<file path="src/rtl/pe_periph_pkg.sv">
// Shared types for the PE peripheral register responder:
// AXI channel structs, FSM states, burst/resp codes.
package pe_periph_pkg;

   localparam int unsigned PkgAddrWidth = 32;
   localparam int unsigned PkgDataWidth = 64;
   localparam int unsigned PkgIdWidth   = 4;

   localparam logic [1:0] BurstFixed = 2'b00;
   localparam logic [1:0] BurstIncr  = 2'b01;
   localparam logic [1:0] BurstWrap  = 2'b10;

   localparam logic [1:0] RespOkay   = 2'b00;
   localparam logic [1:0] RespSlvErr = 2'b10;

   typedef enum logic [1:0] {
      W_IDLE,
      W_DATA,
      W_RESP
   } wr_state_e;

   typedef enum logic [0:0] {
      R_IDLE,
      R_DATA
   } rd_state_e;

   typedef struct packed {
      logic [PkgIdWidth-1:0]   id;
      logic [PkgAddrWidth-1:0] addr;
      logic [7:0]              len;
      logic [2:0]              size;
      logic [1:0]              burst;
      logic [5:0]              atop;
   } aw_chan_t;

   typedef struct packed {
      logic [PkgDataWidth-1:0]   data;
      logic [PkgDataWidth/8-1:0] strb;
      logic                      last;
   } w_chan_t;

   typedef struct packed {
      logic [PkgIdWidth-1:0] id;
      logic [1:0]            resp;
   } b_chan_t;

   typedef struct packed {
      logic [PkgIdWidth-1:0]   id;
      logic [PkgAddrWidth-1:0] addr;
      logic [7:0]              len;
      logic [2:0]              size;
      logic [1:0]              burst;
   } ar_chan_t;

   typedef struct packed {
      logic [PkgIdWidth-1:0]   id;
      logic [PkgDataWidth-1:0] data;
      logic [1:0]              resp;
      logic                    last;
   } r_chan_t;

   typedef struct packed {
      aw_chan_t aw;
      logic     aw_valid;
      w_chan_t  w;
      logic     w_valid;
      logic     b_ready;
      ar_chan_t ar;
      logic     ar_valid;
      logic     r_ready;
   } axi_req_t;

   typedef struct packed {
      logic    aw_ready;
      logic    ar_ready;
      logic    w_ready;
      logic    b_valid;
      b_chan_t b;
      logic    r_valid;
      r_chan_t r;
   } axi_resp_t;

   function automatic int unsigned idx_width(int unsigned n);
      return (n > 1) ? $clog2(n) : 1;
   endfunction

endpackage

</file>
<file path="src/rtl/pe_periph_burst_addr.sv">
// Per-beat address decode: register index, window check
// and next beat address for FIXED/INCR bursts.
module pe_periph_burst_addr
   import pe_periph_pkg::*;
#(
   parameter int unsigned AddrWidth = 32,
   parameter int unsigned DataWidth = 64,
   parameter int unsigned NumRegs   = 16,
   parameter int unsigned IdxW      = idx_width(NumRegs)
) (
   input  logic [AddrWidth-1:0] addr,
   input  logic [AddrWidth-1:0] base,
   input  logic [1:0]           burst,
   output logic [AddrWidth-1:0] next_addr,
   output logic                 in_range,
   output logic [IdxW-1:0]      idx
);

   localparam int unsigned OffBits = $clog2(DataWidth/8);
   localparam logic [AddrWidth-1:0] Step = AddrWidth'(DataWidth/8);
   localparam logic [AddrWidth-1:0] Regs = AddrWidth'(NumRegs);

   logic [AddrWidth-1:0] off;
   logic [AddrWidth-1:0] idx_full;

   // offset into the window, range check, and burst step
   always_comb begin
      off       = addr - base;
      idx_full  = off >> OffBits;
      in_range  = (addr >= base) && (idx_full < Regs);
      idx       = idx_full[IdxW-1:0];
      next_addr = (burst == BurstIncr) ? addr + Step : addr;
   end

endmodule

</file>
<file path="src/rtl/pe_periph_axi_regs.sv">
// AXI4 register-bank responder for the PE NoC peripheral port,
// with independent write and read engines.
module pe_periph_axi_regs
   import pe_periph_pkg::*;
#(
   parameter int unsigned AddrWidth = 32,
   parameter int unsigned DataWidth = 64,
   parameter int unsigned IdWidth   = 4,
   parameter int unsigned NumRegs   = 16,
   parameter type         req_t     = axi_req_t,
   parameter type         resp_t    = axi_resp_t
) (
   input  logic                               clk_i,
   input  logic                               rst_i,
   input  logic [AddrWidth-1:0]               base_addr_i,
   input  req_t                               slv_req_i,
   output resp_t                              slv_resp_o,
   output logic [NumRegs-1:0][DataWidth-1:0]  reg_q_o,
   output logic [NumRegs-1:0]                 reg_wr_o
);

   localparam int unsigned IdxW  = idx_width(NumRegs);
   localparam int unsigned StrbW = DataWidth/8;

   wr_state_e wr_state, wr_next;
   rd_state_e rd_state, rd_next;

   logic [NumRegs-1:0][DataWidth-1:0] regs;
   logic [NumRegs-1:0]                reg_wr;

   logic                 aw_ready, w_ready, b_valid;
   logic                 ar_ready, r_valid;

   logic [IdWidth-1:0]   wr_id;
   logic [AddrWidth-1:0] wr_addr, wr_next_addr;
   logic [7:0]           wr_len, wr_cnt;
   logic [1:0]           wr_burst;
   logic                 wr_bad, wr_err, wr_in_range;
   logic [IdxW-1:0]      wr_idx;

   logic [IdWidth-1:0]   rd_id;
   logic [AddrWidth-1:0] rd_addr, rd_next_addr, rd_dec_addr;
   logic [7:0]           rd_len, rd_cnt;
   logic [1:0]           rd_burst, rd_dec_burst;
   logic                 rd_bad, rd_in_range, rd_beat_bad;
   logic [IdxW-1:0]      rd_idx;
   logic [DataWidth-1:0] r_data;
   logic [1:0]           r_resp;
   logic                 r_last;

   logic aw_hs, w_hs, ar_hs, r_hs;
   logic aw_bad, ar_bad, wr_beat_bad;
   logic unused_ok;

   assign aw_hs  = slv_req_i.aw_valid && aw_ready;
   assign w_hs   = slv_req_i.w_valid && w_ready;
   assign ar_hs  = slv_req_i.ar_valid && ar_ready;
   assign r_hs   = slv_req_i.r_ready && r_valid;

   assign aw_bad = !(slv_req_i.aw.burst == BurstFixed ||
                     slv_req_i.aw.burst == BurstIncr) ||
                   (slv_req_i.aw.atop != '0);
   assign ar_bad = !(slv_req_i.ar.burst == BurstFixed ||
                     slv_req_i.ar.burst == BurstIncr);

   assign wr_beat_bad = wr_bad || !wr_in_range;

   // read decode looks at AR while idle so beat 0 is sampled on handshake
   assign rd_dec_addr  = (rd_state == R_IDLE) ? slv_req_i.ar.addr : rd_addr;
   assign rd_dec_burst = (rd_state == R_IDLE) ? slv_req_i.ar.burst : rd_burst;
   assign rd_beat_bad  = ((rd_state == R_IDLE) ? ar_bad : rd_bad) || !rd_in_range;

   // size and w.last carry no information here: beat count governs
   assign unused_ok = ^{slv_req_i.aw.size, slv_req_i.ar.size, slv_req_i.w.last};

   pe_periph_burst_addr #(
      .AddrWidth (AddrWidth),
      .DataWidth (DataWidth),
      .NumRegs   (NumRegs),
      .IdxW      (IdxW)
   ) u_wr_dec (
      .addr      (wr_addr),
      .base      (base_addr_i),
      .burst     (wr_burst),
      .next_addr (wr_next_addr),
      .in_range  (wr_in_range),
      .idx       (wr_idx)
   );

   pe_periph_burst_addr #(
      .AddrWidth (AddrWidth),
      .DataWidth (DataWidth),
      .NumRegs   (NumRegs),
      .IdxW      (IdxW)
   ) u_rd_dec (
      .addr      (rd_dec_addr),
      .base      (base_addr_i),
      .burst     (rd_dec_burst),
      .next_addr (rd_next_addr),
      .in_range  (rd_in_range),
      .idx       (rd_idx)
   );

   // FSM state registers
   always_ff @(posedge clk_i or posedge rst_i) begin
      if (rst_i) begin
         wr_state <= W_IDLE;
         rd_state <= R_IDLE;
      end else begin
         wr_state <= wr_next;
         rd_state <= rd_next;
      end
   end

   // write FSM next state and channel readies
   always_comb begin
      wr_next  = wr_state;
      aw_ready = 1'b0;
      w_ready  = 1'b0;
      b_valid  = 1'b0;
      unique case (wr_state)
         W_IDLE: begin
            aw_ready = 1'b1;
            if (slv_req_i.aw_valid) wr_next = W_DATA;
         end
         W_DATA: begin
            w_ready = 1'b1;
            if (slv_req_i.w_valid && wr_cnt == wr_len) wr_next = W_RESP;
         end
         W_RESP: begin
            b_valid = 1'b1;
            if (slv_req_i.b_ready) wr_next = W_IDLE;
         end
         default: wr_next = W_IDLE;
      endcase
   end

   // read FSM next state and channel valids
   always_comb begin
      rd_next  = rd_state;
      ar_ready = 1'b0;
      r_valid  = 1'b0;
      unique case (rd_state)
         R_IDLE: begin
            ar_ready = 1'b1;
            if (slv_req_i.ar_valid) rd_next = R_DATA;
         end
         R_DATA: begin
            r_valid = 1'b1;
            if (slv_req_i.r_ready && r_last) rd_next = R_IDLE;
         end
         default: rd_next = R_IDLE;
      endcase
   end

   // write burst tracking: address, beat count, sticky error
   always_ff @(posedge clk_i or posedge rst_i) begin
      if (rst_i) begin
         wr_id    <= '0;
         wr_addr  <= '0;
         wr_len   <= '0;
         wr_burst <= '0;
         wr_bad   <= 1'b0;
         wr_err   <= 1'b0;
         wr_cnt   <= '0;
      end else if (aw_hs) begin
         wr_id    <= slv_req_i.aw.id;
         wr_addr  <= slv_req_i.aw.addr;
         wr_len   <= slv_req_i.aw.len;
         wr_burst <= slv_req_i.aw.burst;
         wr_bad   <= aw_bad;
         wr_err   <= 1'b0;
         wr_cnt   <= '0;
      end else if (w_hs) begin
         wr_addr <= wr_next_addr;
         wr_err  <= wr_err | wr_beat_bad;
         if (wr_cnt != wr_len) wr_cnt <= wr_cnt + 8'd1;
      end
   end

   // register bank with byte strobes and one-cycle write pulses
   always_ff @(posedge clk_i or posedge rst_i) begin
      if (rst_i) begin
         regs   <= '0;
         reg_wr <= '0;
      end else begin
         reg_wr <= '0;
         if (w_hs && !wr_beat_bad) begin
            for (int b = 0; b < StrbW; b++) begin
               if (slv_req_i.w.strb[b]) regs[wr_idx][8*b +: 8] <= slv_req_i.w.data[8*b +: 8];
            end
            reg_wr[wr_idx] <= 1'b1;
         end
      end
   end

   // read burst: sample the beat on AR and on every accepted R beat
   always_ff @(posedge clk_i or posedge rst_i) begin
      if (rst_i) begin
         rd_id    <= '0;
         rd_addr  <= '0;
         rd_len   <= '0;
         rd_burst <= '0;
         rd_bad   <= 1'b0;
         rd_cnt   <= '0;
         r_data   <= '0;
         r_resp   <= RespOkay;
         r_last   <= 1'b0;
      end else if (ar_hs) begin
         rd_id    <= slv_req_i.ar.id;
         rd_addr  <= rd_next_addr;
         rd_len   <= slv_req_i.ar.len;
         rd_burst <= slv_req_i.ar.burst;
         rd_bad   <= ar_bad;
         rd_cnt   <= '0;
         r_last   <= (slv_req_i.ar.len == 8'd0);
         r_data   <= rd_beat_bad ? '0 : regs[rd_idx];
         r_resp   <= rd_beat_bad ? RespSlvErr : RespOkay;
      end else if (r_hs && !r_last) begin
         rd_addr <= rd_next_addr;
         rd_cnt  <= rd_cnt + 8'd1;
         r_last  <= ((rd_cnt + 8'd1) == rd_len);
         r_data  <= rd_beat_bad ? '0 : regs[rd_idx];
         r_resp  <= rd_beat_bad ? RespSlvErr : RespOkay;
      end
   end

   // response struct packing
   always_comb begin
      slv_resp_o          = '0;
      slv_resp_o.aw_ready = aw_ready;
      slv_resp_o.w_ready  = w_ready;
      slv_resp_o.b_valid  = b_valid;
      slv_resp_o.b.id     = wr_id;
      slv_resp_o.b.resp   = wr_err ? RespSlvErr : RespOkay;
      slv_resp_o.ar_ready = ar_ready;
      slv_resp_o.r_valid  = r_valid;
      slv_resp_o.r.id     = rd_id;
      slv_resp_o.r.data   = r_data;
      slv_resp_o.r.resp   = r_resp;
      slv_resp_o.r.last   = r_last;
   end

   assign reg_q_o  = regs;
   assign reg_wr_o = reg_wr;

endmodule

</file>
<file path="config.mk">
export PLATFORM = sky130hd
export DESIGN_NAME = pe_periph_axi_regs
export DESIGN_NICKNAME = d
export VERILOG_FILES = /design/src/rtl/pe_periph_pkg.sv /design/src/rtl/pe_periph_burst_addr.sv /design/src/rtl/pe_periph_axi_regs.sv
export SDC_FILE = /design/constraint.sdc
export NUM_CORES = 2
export LEC_CHECK = 0
export ABC_AREA = 1
export CAP_MARGIN = 20
export CORE_AREA = 5 5 513 515
export CTS_CLUSTER_DIAMETER = 100
export DETAILED_ROUTE_END_ITERATION = 7
export DIE_AREA = 0 0 518 520
export PLACE_DENSITY = 0.59
export SYNTH_ARGS = -nofsm -noshare
export SYNTH_HDL_FRONTEND = slang
export SYNTH_SLANG_ARGS = --single-unit
</file>
<file path="constraint.sdc">
create_clock -name clk_i -period 49.3 [get_ports clk_i]
set_input_delay 7.395 -clock clk_i [delete_from_list [all_inputs] [get_ports clk_i]]
set_output_delay 7.395 -clock clk_i [all_outputs]
set_load 0.02 [all_outputs]
</file>
Yosys cells after proc, flatten, opt, wreduce, memory -nomap -nowiden
Index checks and enable logic that the tools add are counted.

Logic and storage cells: 177. Bits of input ports: 216. Output and inout bits: 1122. Bits in registers: 1221.

Equal/unequal tests: 12. Add/subtract/negate cells: 6. $lt $le $gt $ge: 7. Bitwise gates (word level): 2. Multiplexer cells: 81. Reductions and logical operators: 34.

Operator list (number): 1024-bit 2-to-1 mux (15); 1024-bit bitwise mux (8); 64-bit demux with 4-bit select (8); 64-bit 2-to-1 mux (5); 64-bit binary-select mux with 4-bit select (1); 32-bit 2-to-1 mux (8); 32-bit by 4-bit adder with 32-bit output (second input constant) (2); 32-bit >= comparator (2); 32-bit subtractor (2); 29-bit by 5-bit less-than comparator with 1-bit output (second input constant) (2); 56-bit 2-to-1 mux (1); 48-bit 2-to-1 mux (1); 8-bit 2-to-1 mux (6); 40-bit 2-to-1 mux (1); 16-bit 2-to-1 mux (2); 24-bit 2-to-1 mux (1); 8-bit by 1-bit adder with 8-bit output (second input constant) (2); 8-bit equality test (2); 2-bit 2-to-1 mux (8); 1-bit 2-to-1 mux (13); 1-bit logical AND (11); 2-bit by 1-bit equality test with 1-bit output (second input constant) (5); 4-bit by 5-bit less-than comparator with 1-bit output (second input constant) (2); 8-bit logical NOT (1); 16 further kinds (33).

Logic depth before layout (Yosys ltp)
Depth after elaboration: 28. Mapped depth: 25. Mapped depth without buffers: 23.

By module
Synthesis repeated with hierarchy kept, for this count alone.

Cell total of the unflattened synthesis: 7843. Area total of the unflattened synthesis: 60553.1 um2.

By module, submodules not included: pe_periph_axi_regs (cells each 6483, area each 53876.7 um2, times used 1, sequential area each 30529.3 um2); pe_periph_burst_addr at u_wr_dec (cells each 682, area each 3365.7 um2, times used 1, sequential area each 0.0 um2); pe_periph_burst_addr at u_rd_dec (cells each 678, area each 3310.7 um2, times used 1, sequential area each 0.0 um2).

Worst setup path before layout
OpenSTA, ideal clock, no wires.

Path type: in2reg. Start point: in slv_req_i[23] in the netlist's numbering. End point: reg r_data[0]. Setup time: 0.066 ns. Buffers on the path: 1. Path slack: 39.275 ns. Stages on the path: 17. Arrival time: 9.959 ns. Required time: 49.234 ns. Cell sequence: o21ai_0 > inv_1 > ha_1 > nand2_1 > nor2_1 > inv_1 > a21oi_1 > o21ai_0 > nand3_1 > xor2_1 > nand3_1 > nor2_1 > nand3_1 > nor2_1 > clkbuf_1 > nand3_1 > nand2_1.

Longest elaborated chain between the ends: 9. Elaborated cells on any way between the ends: 10. Classes of those cells: add/sub: 1; order compare: 2; mux: 4; reduce/logical: 3.

RTL lines: from (decl) (line pe_periph_axi_regs.sv:16) `input req_t slv_req_i,`; 32-bit 2-to-1 mux (*) (line pe_periph_axi_regs.sv:69) `assign rd_dec_addr = (rd_state == R_IDLE) ? slv_req_i.ar.addr : rd_addr;`; 32-bit subtractor (line pe_periph_burst_addr.sv:28) `off = addr - base;`; 29-bit by 5-bit less-than comparator with 1-bit output (line pe_periph_burst_addr.sv:30) `in_range = (addr >= base) && (idx_full < Regs);`; 1-bit logical AND (*) (line pe_periph_burst_addr.sv:30); 1-bit logical NOT (*) (line pe_periph_axi_regs.sv:71) `assign rd_beat_bad = ((rd_state == R_IDLE) ? ar_bad : rd_bad) || !rd_in_range;`; 1-bit logical OR (*) (line pe_periph_axi_regs.sv:71); 64-bit 2-to-1 mux (*) (line pe_periph_axi_regs.sv:217, pe_periph_axi_regs.sv:223); 64-bit 2-to-1 mux (line pe_periph_axi_regs.sv:219) `end else if (r_hs && !r_last) begin`; 64-bit 2-to-1 mux (*) (line pe_periph_axi_regs.sv:209) `end else if (ar_hs) begin`; to (signal assigned) (line pe_periph_axi_regs.sv:217) `r_data <= rd_beat_bad ? '0 : regs[rd_idx];`; to (signal assigned) (line pe_periph_axi_regs.sv:223) `r_data <= rd_beat_bad ? '0 : regs[rd_idx];`; to (decl) (line pe_periph_axi_regs.sv:47) `logic [DataWidth-1:0] r_data;`.

Every way passes the cells marked *; elsewhere a longest branch is shown, timed or not. The select of a mux whose other input is x is not followed. A chain may end at the register's enable or synchronous reset.

Worst setup path in the final report
Start point: in base_addr_i[10]. End point: reg regs, in the netlist reg_q_o[230].

Longest elaborated chain between the ends: 7. Elaborated cells on any way between the ends: 8. Classes of those cells: add/sub: 1; order compare: 2; reduce/logical: 5.

RTL lines: from (decl) (line pe_periph_axi_regs.sv:15) `input logic [AddrWidth-1:0] base_addr_i,`; 32-bit subtractor (line pe_periph_burst_addr.sv:28); 29-bit by 5-bit less-than comparator with 1-bit output (line pe_periph_burst_addr.sv:30); 1-bit logical AND (*) (line pe_periph_burst_addr.sv:30); 1-bit logical NOT (*) (line pe_periph_axi_regs.sv:66) `assign wr_beat_bad = wr_bad || !wr_in_range;`; 1-bit logical OR (*) (line pe_periph_axi_regs.sv:66); 1-bit logical NOT (*) (line pe_periph_axi_regs.sv:188) `if (w_hs && !wr_beat_bad) begin`; 1-bit logical AND (*) (line pe_periph_axi_regs.sv:188); to (signal, indexed assignment) (line pe_periph_axi_regs.sv:190) `if (slv_req_i.w.strb[b]) regs[wr_idx][8*b +: 8] <= slv_req_i.w.data[8*b +: 8];`; to (decl) (line pe_periph_axi_regs.sv:28) `logic [NumRegs-1:0][DataWidth-1:0] regs;`.

Every way passes the cells marked *; elsewhere a longest branch is shown, timed or not.

==> results.json <==
{
  "rows": 187,
  "critical_path_class": "input port to register",
  "ir_drop_v": 0.000174,
  "cp.required_ps": 50000,
  "dieArea_um2": 269000,
  "synthTopCellsByArea": "dfrtp_1 (45%), nand2_1 (22%), nand4_1 (9.7%), nand3_1 (7.2%), clkbuf_1 (2.8%)",
  "rsz0062_at_grt": "no",
  "whs_ps": 470,
  "io_buffer_count": 1328,
  "postCtsSetupBuffers": 0,
  "clock-root-buffer": "clkbuf_16",
  "cts_buffers": 151,
  "cts_tree": "yes",
  "startpoint": "base_addr_i[10]",
  "post-route-cell-area_um2": 88600,
  "post_dp_cell_area_um2": 83500,
  "skew_ps": 67.8,
  "fillCellCount": 27500,
  "io-pin-count": 1338,
  "htreeDepth": 4,
  "grt_pass1_wl_um": 540000,
  "synth_enable_flop_cells": 0,
  "drive_gt1_share_pct": 5.07,
  "die_x_um": 518,
  "ys_types": 52,
  "drcViolationCount": 0,
  "synthFlopType": "dfrtp_1",
  "slowest_delay_ps": 710,
  "cts_sinks": 1220,
  "seq_area_frac_synth_pct": 44.6,
  "cts_hold_buf": 0,
  "dp_cells": 13400,
  "initial_core_util_pct": 26.5,
  "synth_area_um2": 68400,
  "post-dp-hpwl_um": 283000,
  "dieHeight_um": 520,
  "multiInputGateArea_um2": 32900,
  "r2r_slack_ps": 41950,
  "crit_slowest_cell": "buf_4",
  "grt_use_total_pct": 27.4,
  "finalWirelength_um": 387000,
  "placeableCoreArea_um2": 258000,
  "max-cap-violations": 0,
  "finalSetupTns_ps": 0,
  "nets": 10400,
  "timing.critical_path.mode_cell": "nand2_1",
  "cts-resized-gates": 0,
  "setup_viol_count_final": 0,
  "clk_latency_ps": 850,
  "register_area_um2": 30500,
  "status": "completed",
  "path_clk_slew_ps": 60,
  "ys_ff_latch": 1220,
  "fin_crit_ps": 14100,
  "via_count": 73800,
  "ant_nets": 0,
  "synth_warnings": 0,
  "end_kind": "register",
  "r2r_start": "rd_state",
  "max_slew_margin_pct": 9.84,
  "netlist_instances": 9258,
  "fmaxAchievable_mhz": 70.9,
  "crit_end": "reg_q_o[230]",
  "finalCritPeriodShare_pct": 28.6,
  "leakage_uw": 0.0417,
  "synth_top_area_share_pct": 44.6,
  "p_per_area_nw_per_um2": 59.5,
  "antenna_found_initial": 33,
  "finalHoldViolCount": 0,
  "critical_path_arrival_ps": 14800,
  "place_congestion": 0.968,
  "reg2reg_to": "r_data[10]",
  "avgRoutedWirePerCell_um": 28.4,
  "grt_max_degree": 150,
  "startpoint_type": "input port",
  "synth_most_common_cell": "nand2_1",
  "syn_area_per_cell_um2": 7.39,
  "crit_path_max_fanout": 69,
  "overflow": 0,
  "reg2reg_depth": 20,
  "dr.pass1.iters": 7,
  "clockBufferDepth": 3,
  "yosysTopAreaCell": "dfrtp_1",
  "final_cells": 13600,
  "viasPerCell": 5.41,
  "tightest_slew_ps": 1350,
  "drt_iter0_drc": 8256,
  "synthTopCellsByCount": "nand2_1 (3980), dfrtp_1 (1220), nand4_1 (1060), nand3_1 (986), clkbuf_1 (510)",
  "hp-class": "register to register",
  "area_delta_synth_final_pct": 29.5,
  "synthArstFlopShare_pct": 100,
  "grt_pass1_vias": 68400,
  "drv_slew": 0
}
-- sequential cells by signal, indices dropped and copies added (netlist names), 16 cells and up --
name and count:
reg_wr_o 16, wr_addr 32, r_data 64, reg_q_o 1024
rd_addr 32
-- cells in the final DEF (no fill, tap or decap), types with 9 or more instances in the layout --
cell                n
nor4_1             22
nand3_4            61
nand2_1          3980
o21ai_0           118
clkbuf_16         152
nand4_1          1060
clkinv_2           18
ha_1               68
o22ai_1             9
buf_12              9
a21oi_1            82
xnor2_1            18
nor2_1            189
clkbuf_8           34
inv_1             344
diode_2            13
a31oi_1           106
clkbuf_1           38
xor2_1             40
nor3_1             38
a22oi_1            22
nor2_4             14
nand3_2            21
dfrtp_1          1219
clkdlybuf4s50_1  1320
nand3_1           986
or2_2              11
buf_4             136
-- layer usage --
layer	routed length [um]	part of all wire (%)	global-route usage, %	vias to the layer above
met5	133	0.034	0	-
met4	28400	7.3	16.8	20
met1	148000	38	33.5	36300
met3	39000	10	8.66	793
met2	171000	44	42.1	3951
li1	-	-	-	32700
-- where the power goes --
| group | internal [uW] | switching (uW) |
|---|---|---|
| logic | 619 | 2420 |
| clock network | 657 | 491 |
| registers | 1040 | 37.2 |
| total | 2320 | 2950 |
-- worst min-delay path by stage --
stage	startpoint	to	slack, ps	depth (start not counted)
after floorplan	rd_addr[26]	rd_addr[26]	440	2
after global placement	rd_bad	rd_bad	460	2
after detailed placement	rd_addr[22]	rd_addr[22]	460	2
after CTS	rd_bad	rd_bad	480	2
after global routing	rd_addr[22]	rd_addr[22]	490	2
final	rd_bad	rd_bad	470	2
-- stage by stage --
step / setup WS [ps] / total power [uW] / util (%)
2_1_floorplan: 7530 / 2830 / -
3_3_place_gp: 34520 / 4090 / 32.3
3_5_place_dp: 34530 / 4080 / 32.3
4_1_cts: 35420 / 5240 / 34.3
5_1_grt: 34870 / 5500 / 34.3
6_report: 35200 / 5270 / 34.3
-- cells by family (layout without fill, tap and decap cells) --
kind of cell	Yosys count	in the layout	synth area share, %
AO/OA/AOI/OAI	361	361	3.02
buffers and inverters	1127	2092	7.52
AND/OR/NAND/NOR	6415	6415	42.7
XOR/XNOR	64	64	0.841
multiplexers	2	2	0.0292
flip-flops	1220	1220	44.6
adder cells (fa/ha/maj)	68	68	1.24
other	1	15	0.00548
-- worst max-delay path, delay by kind of cell --
family | cells | cell delay [ps]
adder cells (fa/ha/maj) | 1 | 450
buffers and inverters | 8 | 3990
AND/OR/NAND/NOR | 16 | 2680
-- layout make-up --
class / instances / area share [%]
Tap cell: 3402 / 4.80
Clock buffer: 224 / 4.98
Antenna cell: 13 / 0.0367
Sequential cell: 1220 / 34.4
Multi-Input combinational cell: 6912 / 37.2
Timing Repair Buffer: 1467 / 16.3
Clock inverter: 44 / 0.713
Inverter: 357 / 1.55
Note: power is estimated with default switching activity, not from simulation.
